[src/rtl/score_counter.sv]
// score_counter: 8-bit game score with press/hold auto-repeat,
// collision freeze, session high score and restart.
module score_counter #(
   parameter int HOLD_FRAMES = 8,
   parameter int SCORE_MAX   = 255
) (
   input  logic       i_clk,
   input  logic       i_rst_n,
   input  logic       i_frame_tick,
   input  logic       i_move,
   input  logic       i_collision,
   input  logic       i_restart,
   output logic [7:0] o_score,
   output logic [7:0] o_high_score,
   output logic       o_game_over,
   output logic       o_score_pulse
);

   typedef enum logic [1:0] {
      S_IDLE = 2'd0,
      S_HELD = 2'd1,
      S_OVER = 2'd2
   } state_t;

   localparam logic [7:0] LP_MAX  = 8'(SCORE_MAX);
   localparam logic [7:0] LP_LAST = 8'(HOLD_FRAMES - 1);

   state_t     r_state;
   state_t     w_state_nxt;

   logic       r_sync1;
   logic       r_sync2;
   logic       r_move_prev;

   logic [7:0] r_frame_cnt;
   logic [7:0] w_frame_cnt_nxt;
   logic [7:0] r_score;
   logic [7:0] w_score_nxt;
   logic [7:0] r_high;
   logic [7:0] w_high_nxt;
   logic       r_pulse;
   logic       w_pulse_nxt;

   logic       w_move_s;
   logic       w_press;
   logic       w_can_inc;
   logic [7:0] w_score_inc;
   logic [7:0] w_high_cand;

   assign w_move_s    = r_sync2;
   assign w_press     = w_move_s & ~r_move_prev;
   assign w_can_inc   = (r_score < LP_MAX);
   assign w_score_inc = r_score + 8'd1;
   assign w_high_cand = (r_score > r_high) ? r_score : r_high;

   // i_move is asynchronous to i_clk
   always_ff @(posedge i_clk or negedge i_rst_n) begin
      if (!i_rst_n) begin
         r_sync1     <= 1'b0;
         r_sync2     <= 1'b0;
         r_move_prev <= 1'b0;
      end else begin
         r_sync1     <= i_move;
         r_sync2     <= r_sync1;
         r_move_prev <= r_sync2;
      end
   end

   always_ff @(posedge i_clk or negedge i_rst_n) begin
      if (!i_rst_n) begin
         r_state     <= S_IDLE;
         r_frame_cnt <= 8'd0;
         r_score     <= 8'd0;
         r_high      <= 8'd0;
         r_pulse     <= 1'b0;
      end else begin
         r_state     <= w_state_nxt;
         r_frame_cnt <= w_frame_cnt_nxt;
         r_score     <= w_score_nxt;
         r_high      <= w_high_nxt;
         r_pulse     <= w_pulse_nxt;
      end
   end

   always_comb begin
      w_state_nxt     = r_state;
      w_frame_cnt_nxt = r_frame_cnt;
      w_score_nxt     = r_score;
      w_high_nxt      = r_high;
      w_pulse_nxt     = 1'b0;

      unique case (r_state)
         S_IDLE: begin
            if (i_restart) begin
               w_score_nxt     = 8'd0;
               w_frame_cnt_nxt = 8'd0;
            end else if (i_collision) begin
               w_state_nxt = S_OVER;
               w_high_nxt  = w_high_cand;
            end else if (w_press) begin
               w_state_nxt     = S_HELD;
               w_frame_cnt_nxt = 8'd0;
               if (w_can_inc) begin
                  w_score_nxt = w_score_inc;
                  w_pulse_nxt = 1'b1;
               end
            end
         end

         S_HELD: begin
            if (i_restart) begin
               w_state_nxt     = S_IDLE;
               w_score_nxt     = 8'd0;
               w_frame_cnt_nxt = 8'd0;
            end else if (i_collision) begin
               w_state_nxt = S_OVER;
               w_high_nxt  = w_high_cand;
            end else if (!w_move_s) begin
               w_state_nxt     = S_IDLE;
               w_frame_cnt_nxt = 8'd0;
            end else if (i_frame_tick) begin
               if (r_frame_cnt == LP_LAST) begin
                  w_frame_cnt_nxt = 8'd0;
                  if (w_can_inc) begin
                     w_score_nxt = w_score_inc;
                     w_pulse_nxt = 1'b1;
                  end
               end else begin
                  w_frame_cnt_nxt = r_frame_cnt + 8'd1;
               end
            end
         end

         S_OVER: begin
            if (i_restart) begin
               w_state_nxt     = S_IDLE;
               w_score_nxt     = 8'd0;
               w_frame_cnt_nxt = 8'd0;
            end
         end

         default: begin
            w_state_nxt     = S_IDLE;
            w_frame_cnt_nxt = 8'd0;
         end
      endcase
   end

   assign o_score       = r_score;
   assign o_high_score  = r_high;
   assign o_game_over   = (r_state == S_OVER);
   assign o_score_pulse = r_pulse;

endmodule

[config.mk]
export PLATFORM = sky130hd
export DESIGN_NAME = score_counter
export DESIGN_NICKNAME = d
export VERILOG_FILES = /design/src/rtl/score_counter.sv
export SDC_FILE = /design/constraint.sdc
export NUM_CORES = 1
export LEC_CHECK = 0
export BUFFER_PORTS_ARGS = -buffer_cell sky130_fd_sc_hd__buf_4
export CAP_MARGIN = 20
export CELL_PAD_IN_SITES_DETAIL_PLACEMENT = 1
export CELL_PAD_IN_SITES_GLOBAL_PLACEMENT = 1
export CORE_UTILIZATION = 35
export DETAILED_ROUTE_END_ITERATION = 16
export PLACE_DENSITY = 0.72
export SLEW_MARGIN = 20
export SYNTH_ARGS = -nofsm -noshare
export SYNTH_HDL_FRONTEND = slang
export SYNTH_SLANG_ARGS = --single-unit
[constraint.sdc]
create_clock -name i_clk -period 1.9 [get_ports i_clk]
set_clock_uncertainty 0.1 [all_clocks]
set_input_delay 0.38 -clock i_clk [delete_from_list [all_inputs] [get_ports i_clk]]
set_output_delay 0.38 -clock i_clk [all_outputs]
set_load 0.03 [all_outputs]
==> impl_results.md <==
* Peak VDD IR at 0.0003784 V
* RSZ-0062 raised after global routing: yes
* Slowest CP cell: dfrtp_2
* Total GRT Usage at 22.10%
* DRC at 0
* Drt initial violations at 104
* Final count of hold timing violations at 0
* Setup TNS at -0.9060 ns
* Tmin final at 2.010 ns
* Fraction of layout instances using a drive strength above 1 at 54.55%
* Antenna Nets Post-Route at 0
* Root cell of the clock tree: clkbuf_8
* Kind of critical path: register to register
* Worst path top cell family by delay: flip-flops
* Achievable frequency at 0.4976 GHz
* Die ar. at 5266 um^2
* Detailed Place HPWL at 3660 um
* Final setup fails at 13
* RePlAce Congestion at 0.7856
* Num ports at 24
* Critical Path AT at 2.08 ns
* Number of nets in the layout at 257
* Die height at 72.57 um
* Slew headroom at 61.42%
* Final period utilization at 105.8%
* Ys Warns at 0
* Most frequent cell after synthesis: dfrtp_1
* Die width at 72.57 um
* WHS Endpoint: r_sync1
* Failing checks: negative setup slack
* Synth Register Bits at 30
* First-pass GRT wire length at 8721 um
* Number of global-route vias before repair at 1700
* Worst Setup Slack, final at -0.1095 ns
* Critical Path Sink Type: register
* Core area at 4755 um^2
* Max-cap violations at 0
* Most frequently used flop master after synthesis: dfrtp_1
* Syn-to-layout area delta at 54.41%
* Buffers on Ports at 23
* Hold path depth at 1
* CP max stage delay at 0.36 ns
* Syn Nets at 187
* Hold path start: i_move
* Req. time, crit path at 1.97 ns
* Drt total wl at 5808 um
* Vias per inst at 5.411
* TritonRoute pass-1 iters at 4
* DR vias at 1672
* CP Cell Sequence: inv_1 -> ha_4 -> and4_4 -> nand2_1 -> a41oi_4 -> buf_6 -> mux2_4
* Mapped Area at 1743 um^2
* Worst skew pair latency at 0.29 ns
* Synth unique cells at 40
* Pleak at 1.163 nW
* Seq/Total Area, Yosys at 43.07%
* Commonest cells in the synthesized netlist: 30 x dfrtp_1, 14 x inv_1, 12 x nand3_1
* Status: complete, but fails checks
* Slew @ Worst Pin at 0.5749 ns
* Pwr dens at 710.4 nW/um^2
* Leading post-synthesis cells by cell area: dfrtp_1 43%, ha_1 7.2%, mux2_2 5.2%
* Worst min-delay path class: input pin to register
* Initial antenna violation count at 0
* Syn Inst Count at 171
* Top cell type's share of synthesized area at 43.07%
* Avg Cell Area, Syn at 10.19 um^2
* CTS tree: done
* R2R Setup Slk at -0.11 ns
* CTS clk-pin slew, worst paths at 0.07 ns
* Reg2reg end: o_high_score[2]
* Share of synthesized flip-flops with an asynchronous set or reset at 100.0%
* Worst R2R Start: o_high_score[3]
* Crit path launch type: register
* Avg WL per Cell at 18.80 um
* Yosys top cell by area: dfrtp_1
* Ant. Diodes at 0
* Largest net degree at the start of global routing at 31
* Overall power at 0.001912 W
* CP bufs+invs at 2
* Row cnt at 25
* Worst R2R Path Depth at 7
* Initial core utilization at 36.66%
* Clock sinks at 30
* EDFF count, synth at 0
* # H-tree levels at 2
* Number of buffers created by CTS at 5
* Crit Path Max Fanout at 4
* Grt total ovfl at 0
* CTS max path bufs at 2
* Slew Viols, Final at 0
cells in the final DEF, fill, tap and decap left out, drive strengths merged, types with 2 or more instances in the layout:
cell type  instances
o2111ai            4
o31ai             11
buf               65
nor2              12
o21ai             18
and3               2
ha                10
a21oi              5
clkbuf             7
nor3               3
and4               2
or2                2
inv               14
dfrtp             30
nor2b              7
nand3             12
mux2               8
nand2b             2
a31oi              2
nand2              9
timing repair:
action | CTS | global route
gates resized for setup | 11 | 24
hold buffers | 1 | 0
hold endpoints to repair | 30 | 0
pin swaps | 12 | 7
setup endpoints to repair | 16 | 21
cloned | 1 | 0
setup buffers | 4 | 7
cells by family after synthesis:
group,Yosys count,synth area share (%)
compound gates,48,22.40
fa+ha+maj,10,7.179
buf+inv,18,4.020
flops,30,43.07
mux,8,5.169
simple gates,57,18.16
worst reg2reg max path, stage by stage, from the launching register on:
cell and delay [ns]:
dfrtp_2 0.36, inv_1 0.08, ha_4 0.29, and4_4 0.24, nand2_1 0.09, a41oi_4 0.26, buf_6 0.17, mux2_4 0.30
cell type report:
type / count / area [um^2]
clock buffers: 7 / 76.32
inverters: 14 / 52.55
repair buffers: 66 / 513.0
well taps: 67 / 83.83
fillers: 522 / 2063
clock inverters: 1 / 30.03
flip-flops and latches: 30 / 768.2
multi-input cells: 124 / 1167
how the worst max path moves through the flow:
stage,start,end,slack (ns),cells after the start
2_1_floorplan,o_score[1],o_high_score[7],-0.18,6
3_3_place_gp,o_score[7],o_high_score[1],-0.14,6
3_5_place_dp,o_score[7],o_high_score[2],-0.21,5
4_1_cts,o_score[5],o_high_score[2],-0.09,7
5_1_grt,o_high_score[3],o_high_score[1],-0.17,7
6_report,o_high_score[3],o_high_score[2],-0.11,7
registers in the layout, indices dropped and copies added, names as in the netlist:
| signal | count |
|---|---|
| r_sync1 | 1 |
| r_sync2 | 1 |
| r_frame_cnt | 8 |
| r_move_prev | 1 |
| o_high_score | 8 |
| o_score_pulse | 1 |
| r_state | 2 |
| o_score | 8 |
report_power, final:
group          total, W  switching (W)  leakage (nW)  internal [W]
Sequential     0.000703      0.0000299         0.385      0.000673
Combinational  0.000565       0.000293         0.725      0.000272
Clock          0.000644       0.000252        0.0524      0.000392
Total           0.00191       0.000575          1.16       0.00134
through the flow:
step           instances  instance area (um^2)  utilization, %  setup WS [ns]  hold slack [ns]
5_1_grt              309                  2691           56.61        -0.1726          0.08630
2_1_floorplan        171                  1832               -        -0.1781         -0.01559
4_1_cts              302                  2529           53.18       -0.09117          0.09472
3_3_place_gp         288                  2303           48.45        -0.1362           0.2320
3_5_place_dp         288                  2303           48.45        -0.2054           0.2401
6_report             309                  2691           56.61        -0.1095          0.09533
routing by layer:
layer | up-vias | wire (um) | GRT usage, % | part of all wire, %
li1 | 773 | - | - | -
met1 | 850 | 2449 | 26.08 | 42
met2 | 36 | 3060 | 39.88 | 53
met3 | 13 | 177 | 4.167 | 3.0
met4 | 0 | 121 | 7.843 | 2.1
met5 | - | 0 | 0 | 0
Note: power is estimated with default switching activity, not from simulation.
